File: config.mk
export PLATFORM = sky130hd
export DESIGN_NAME = sd_bd_queue
export DESIGN_NICKNAME = d
export VERILOG_FILES = /design/src/rtl/sd_bd_queue.sv
export SDC_FILE = /design/constraint.sdc
export NUM_CORES = 1
export LEC_CHECK = 0
export CORE_MARGIN = 1.5
export CORE_UTILIZATION = 34
export CTS_BUF_LIST = sky130_fd_sc_hd__clkbuf_2
export CTS_CLUSTER_SIZE = 20
export DETAILED_ROUTE_END_ITERATION = 6
export GPL_ROUTABILITY_DRIVEN = 0
export SLEW_MARGIN = 30
export SYNTH_ARGS = -nofsm -noshare
export SYNTH_HDL_FRONTEND = slang
export SYNTH_SLANG_ARGS = --single-unit
File: constraint.sdc
create_clock -name clk -period 4.54 [get_ports clk]
set_input_delay 0.681 -clock clk [delete_from_list [all_inputs] [get_ports clk]]
set_output_delay 0.681 -clock clk [all_outputs]
set_load 0.01 [all_outputs]
File: src/rtl/sd_bd_queue.sv
// sd_bd_queue: buffer-descriptor queue between the host register
// interface and the SD data engine.
// Ports: clk, rst (async, active-low); master side we_m/dat_in_m,
//   free_bd/pend_bd/err_ovf; slave side re_s, ack_o_s/dat_out_s;
//   a_cmp retires the oldest in-flight descriptor.
// Option: SD_BD_FLUSH_EN adds a synchronous flush input.
module sd_bd_queue #(
   parameter  int DATA_W       = 32,
   parameter  int BD_NUM       = 8,
   parameter  int WORDS_PER_BD = 2,
   localparam int CW           = $clog2(BD_NUM + 1)
) (
   input  logic              clk,
   input  logic              rst,
`ifdef SD_BD_FLUSH_EN
   input  logic              flush,
`endif
   input  logic              we_m,
   input  logic [DATA_W-1:0] dat_in_m,
   output logic [CW-1:0]     free_bd,
   output logic [CW-1:0]     pend_bd,
   input  logic              re_s,
   output logic              ack_o_s,
   output logic [DATA_W-1:0] dat_out_s,
   input  logic              a_cmp,
   output logic              err_ovf
);

   localparam int DEPTH = BD_NUM * WORDS_PER_BD;
   localparam int PW    = $clog2(DEPTH);
   localparam int KW    = (WORDS_PER_BD > 1) ? $clog2(WORDS_PER_BD) : 1;
   localparam int BW    = $clog2(BD_NUM);

   localparam logic [PW-1:0] P_LAST = PW'(DEPTH - 1);
   localparam logic [KW-1:0] K_LAST = KW'(WORDS_PER_BD - 1);
   localparam logic [BW-1:0] B_LAST = BW'(BD_NUM - 1);

   logic [DATA_W-1:0] mem [DEPTH];

   logic [PW-1:0] wptr, rptr;
   logic [KW-1:0] wcnt, rcnt;
   logic [BW-1:0] cptr;
   logic [CW-1:0] inflight;

   logic [CW-1:0] free_nx, pend_nx, infl_nx;

   logic flush_i;
   logic partial;
   logic wr_acc, commit, ovf;
   logic rd_acc, fetched, retire;

`ifdef SD_BD_FLUSH_EN
   assign flush_i = flush;
`else
   assign flush_i = 1'b0;
`endif

   // An open descriptor already owns a slot counted in free_bd, so its
   // remaining words are always accepted.
   assign partial = (wcnt != '0);
   assign ovf     = we_m && (free_bd == '0) && !partial;
   assign wr_acc  = we_m && !ovf && !flush_i;
   assign commit  = wr_acc && (wcnt == K_LAST);

   // Reads only touch committed descriptors, never the open one.
   assign rd_acc  = re_s && !ack_o_s && (pend_bd != '0) && !flush_i;
   assign fetched = rd_acc && (rcnt == K_LAST);

   assign retire  = a_cmp && (inflight != '0) && !flush_i;

   always_comb begin
      free_nx = free_bd;
      pend_nx = pend_bd;
      infl_nx = inflight;
      if (commit) begin
         free_nx = free_nx - CW'(1);
         pend_nx = pend_nx + CW'(1);
      end
      if (fetched) begin
         pend_nx = pend_nx - CW'(1);
         infl_nx = infl_nx + CW'(1);
      end
      if (retire) begin
         infl_nx = infl_nx - CW'(1);
         free_nx = free_nx + CW'(1);
      end
   end

   // Descriptor storage carries no reset; validity lives in the counters.
   always_ff @(posedge clk) begin
      if (wr_acc) mem[wptr] <= dat_in_m;
   end

   always_ff @(posedge clk or negedge rst) begin
      if (!rst) begin
         wptr      <= '0;
         rptr      <= '0;
         wcnt      <= '0;
         rcnt      <= '0;
         cptr      <= '0;
         inflight  <= '0;
         free_bd   <= CW'(BD_NUM);
         pend_bd   <= '0;
         ack_o_s   <= 1'b0;
         dat_out_s <= '0;
         err_ovf   <= 1'b0;
      end else if (flush_i) begin
         wptr     <= '0;
         rptr     <= '0;
         wcnt     <= '0;
         rcnt     <= '0;
         cptr     <= '0;
         inflight <= '0;
         free_bd  <= CW'(BD_NUM);
         pend_bd  <= '0;
         ack_o_s  <= 1'b0;
         err_ovf  <= 1'b0;
      end else begin
         free_bd  <= free_nx;
         pend_bd  <= pend_nx;
         inflight <= infl_nx;
         ack_o_s  <= rd_acc;
         err_ovf  <= ovf;
         if (wr_acc) begin
            wptr <= (wptr == P_LAST) ? '0 : wptr + PW'(1);
            wcnt <= (wcnt == K_LAST) ? '0 : wcnt + KW'(1);
         end
         if (rd_acc) begin
            dat_out_s <= mem[rptr];
            rptr      <= (rptr == P_LAST) ? '0 : rptr + PW'(1);
            rcnt      <= (rcnt == K_LAST) ? '0 : rcnt + KW'(1);
         end
         if (retire) begin
            cptr <= (cptr == B_LAST) ? '0 : cptr + BW'(1);
         end
      end
   end

endmodule

==> summary.txt <==
Timing
  • Setup TNS: 0 ps
  • Final Max Tran Viols: 0
  • Crit path time final: between 3000 and 4000 ps
  • Setup violators final: 0
  • RSZ-0062 raised after global routing: no
  • Worst relative slew slack: 0.371
  • Final Cycle Share: 0.673
  • Max Clock Skew: 86.5 ps
  • Worst Tran Pin Value: roughly 940 ps
  • Final hold viol count: 0
  • Max frequency: around 0.33 GHz

Floorplanning
  • Floorplan row count: between 90 and 100
  • Initial Util: 0.345
  • Area of the die: 66000 sq um
  • Number of top-level pins: roughly 80
  • Chip height: between 200 and 300 microns
  • Die width: between 200 and 300 microns
  • Core Area: roughly 63000 sq um

Setup path
  • Worst reg2reg path depth: 8
  • Buf+Inv Stages, Crit Path: 1
  • Critical Path, Cell by Cell: clkdlybuf4s50_1
  • Reg2reg end: mem[2][0]
  • WP data required: 3860 ps
  • R2r setup slk: between 1500 and 2000 ps
  • Slowest CP cell: dfstp_2
  • Critical path startpoint category: flip-flop
  • Crit path max fanout: 3
  • CP Capture Type: primary output
  • Critical path depth in cells: 1
  • Worst reg2reg path startpoint: free_bd[0]
  • Arrival time worst endpoint: between 2000 and 2500 ps
  • WS Path Type: reg2out
  • Max stage delay on crit path: 570 ps
  • Crit-path leading delay family: flip-flops

Pwr
  • Peak VDD IR: 0.000350 V
  • Leak: 8.71 nW
  • Power after layout: between 10 and 15 mW
  • PwrDens: between 500 and 600 nW/um^2

Synth
  • Mean Syn Cell Area: 19.0 sq um
  • EDFF count, synth: 512
  • Ys Warns: 0
  • Synth area leaders: edfxtp_1, mux4_2, dfrtp_1, mux2i_1, o22ai_1
  • Post-Syn Instances: about 1200
  • Seq/Total Area, Yosys: 0.766
  • Net Count, Synth: 1203
  • Ys flop type: edfxtp_1
  • Cell variety after synth: between 40 and 50
  • Netlist Area Pre-Place: between 20000 and 25000 sq um
  • Yosys top cell area share: 0.702
  • FF+latch count, synth: 568
  • Ys async rst share: 0.0986
  • Cell taking the most area after synthesis: edfxtp_1

GRT
  • Met2 layer usage reported by global route: 0.238
  • Met3 usage: 0.0436
  • Initial antenna violation count: 3
  • GRT met1 Usage: 0.182
  • Pin count of the biggest net entering global routing: 64
  • Grt ovf: 0
  • Most crowded layer after global routing: met2
  • Vias in the first global route: about 12000
  • Gr usage total: 0.146
  • First-pass GRT wire length: 72.0 mm

Placed design
  • Buffers on Ports: 78
  • Detailed Place HPWL: 26.4 mm

Finish
  • Layout cells sized above 1: 0.247
  • Fin util: 0.400
  • Area Overhead vs Synth: 15.7%
  • Final #Nets: 1406

Drt
  • DRT antenna net count: 0
  • Vias per cell: 4.86
  • Wire per inst: 20.1 microns
  • Iter 0 DRT Violations: 700
  • Total length of routed wires: between 40 and 50 mm
  • DR pass1 iterations: 5
  • Via count: 11303
  • DRC Markers: 0

Clocking
  • Root Buffer: clkbuf_2
  • Postcts setup bufs: 0
  • CTS clk-pin slew, worst paths: roughly 90 ps
  • TritonCTS clock tree: yes
  • CTS buffer count: approximately 150
  • CTS Buffer Depth: 3
  • Clk_lat worst skew: approximately 1300 ps
  • CTS sink cnt: 568
  • H-tree depth: 4

Worst hold path
  • Hold Path Depth: 2
  • Hold Path Sink: ack_o_s
  • Worst hold-check path type: in2reg
  • Hold wc startpoint: re_s

Job
  • Max cap viols: 0

Outcome
  • Outcome: finished, final reports clean
[metrics by stage]
step	std cells	setup slack [ps]	instance area [sq um]	hold WS (ps)
after CTS	2320	1290	25300	20.2
final	2326	1480	25300	124
after global routing	2325	1310	25300	39.2
after global placement	2046	1270	23800	449
after floorplan	1153	583	21900	385
after detailed placement	2048	1240	23800	454
[synthesized netlist by cell type (3+ instances only)]
library cell and number:
a31oi_1 33, ha_1 13, buf_2 21, nand3_1 10
inv_1 13, edfxtp_1 512, nor3_1 6, o21ai_0 7
mux2i_1 129, a22oi_1 31, nand2_1 15, xnor2_1 18
nor2_1 71, buf_6 11, buf_4 6, mux4_2 66
nor3b_1 3, and2_1 9, o22ai_1 63, nor2b_1 4
clkbuf_1 25, dfrtp_1 55, a21oi_1 4
[sequential cells by signal (all words and copies together), names as in the netlist, 4 cells and up]
signal     flops
dat_out_s     32
wptr           4
pend_bd        4
free_bd        4
inflight       4
mem          512
rptr           4
[layout make-up]
type / instances / area (sq um)
fillers: 5746 / 38100
flip-flops and latches: 568 / 16800
multi-input cells: 509 / 4810
repair buffers: 117 / 1190
clock buffers: 215 / 1080
well taps: 846 / 1060
clock inverters: 53 / 365
inverters: 13 / 48.8
diodes: 5 / 12.5
[where the power goes]
part           leakage, nW  switching, mW  internal, mW
clock                 1.06           2.07          1.57
combinational         2.38           2.13          1.96
sequential            5.26          0.494          6.36
total                 8.71           4.69          9.89
[logic make-up after synthesis]
| family | share of synthesized area |
|---|---|
| compound gates | 0.0445 |
| simple gates | 0.0274 |
| flops | 0.766 |
| xor+xnor | 0.00800 |
| mux | 0.128 |
| buf+inv | 0.0190 |
| fa+ha+maj | 0.00742 |
[layer usage]
metal  part of all wire  vias to the layer above  wire (microns)
li1                   -                     5156               -
met1               0.43                     5829           20200
met2               0.50                      253           23400
met3              0.050                       63            2340
met4              0.016                        2             750
met5            0.00026                        -              12
[placed cells by master, fill, tap and decap left out, types with 7 or more instances in the layout]
cell | netlist | layout
buf_4 | 6 | 29
ha_1 | 13 | 13
mux2i_1 | 129 | 129
o22ai_1 | 63 | 63
o21ai_0 | 7 | 7
clkinv_2 | 0 | 7
clkbuf_2 | 0 | 215
clkinv_1 | 0 | 33
edfxtp_1 | 512 | 512
xnor2_1 | 18 | 18
nand3_1 | 10 | 10
a31oi_1 | 33 | 33
nand2_1 | 15 | 15
inv_1 | 13 | 13
and2_2 | 0 | 7
dfrtp_1 | 55 | 52
a22oi_1 | 31 | 31
mux4_2 | 66 | 66
clkdlybuf4s50_1 | 0 | 77
nor2_1 | 71 | 66
[worst max-delay path by stage]
stage / from / endpoint / slack, ps
2_1_floorplan: free_bd[0] / mem[4][0] / 580
3_3_place_gp: we_m / mem[0][8] / 1270
3_5_place_dp: we_m / mem[2][4] / 1240
4_1_cts: pend_bd[2] / pend_bd[2] / 1290
5_1_grt: pend_bd[2] / pend_bd[2] / 1310
6_report: free_bd[3] / free_bd[3] / 1480
[what timing repair did]
action                                 CTS  global route
setup endpoints to repair                0             0
hold buffers                             4             0
endpoints found under the hold margin   57             0
gates resized for setup                  0             0
(Power assumes the default switching activity.)
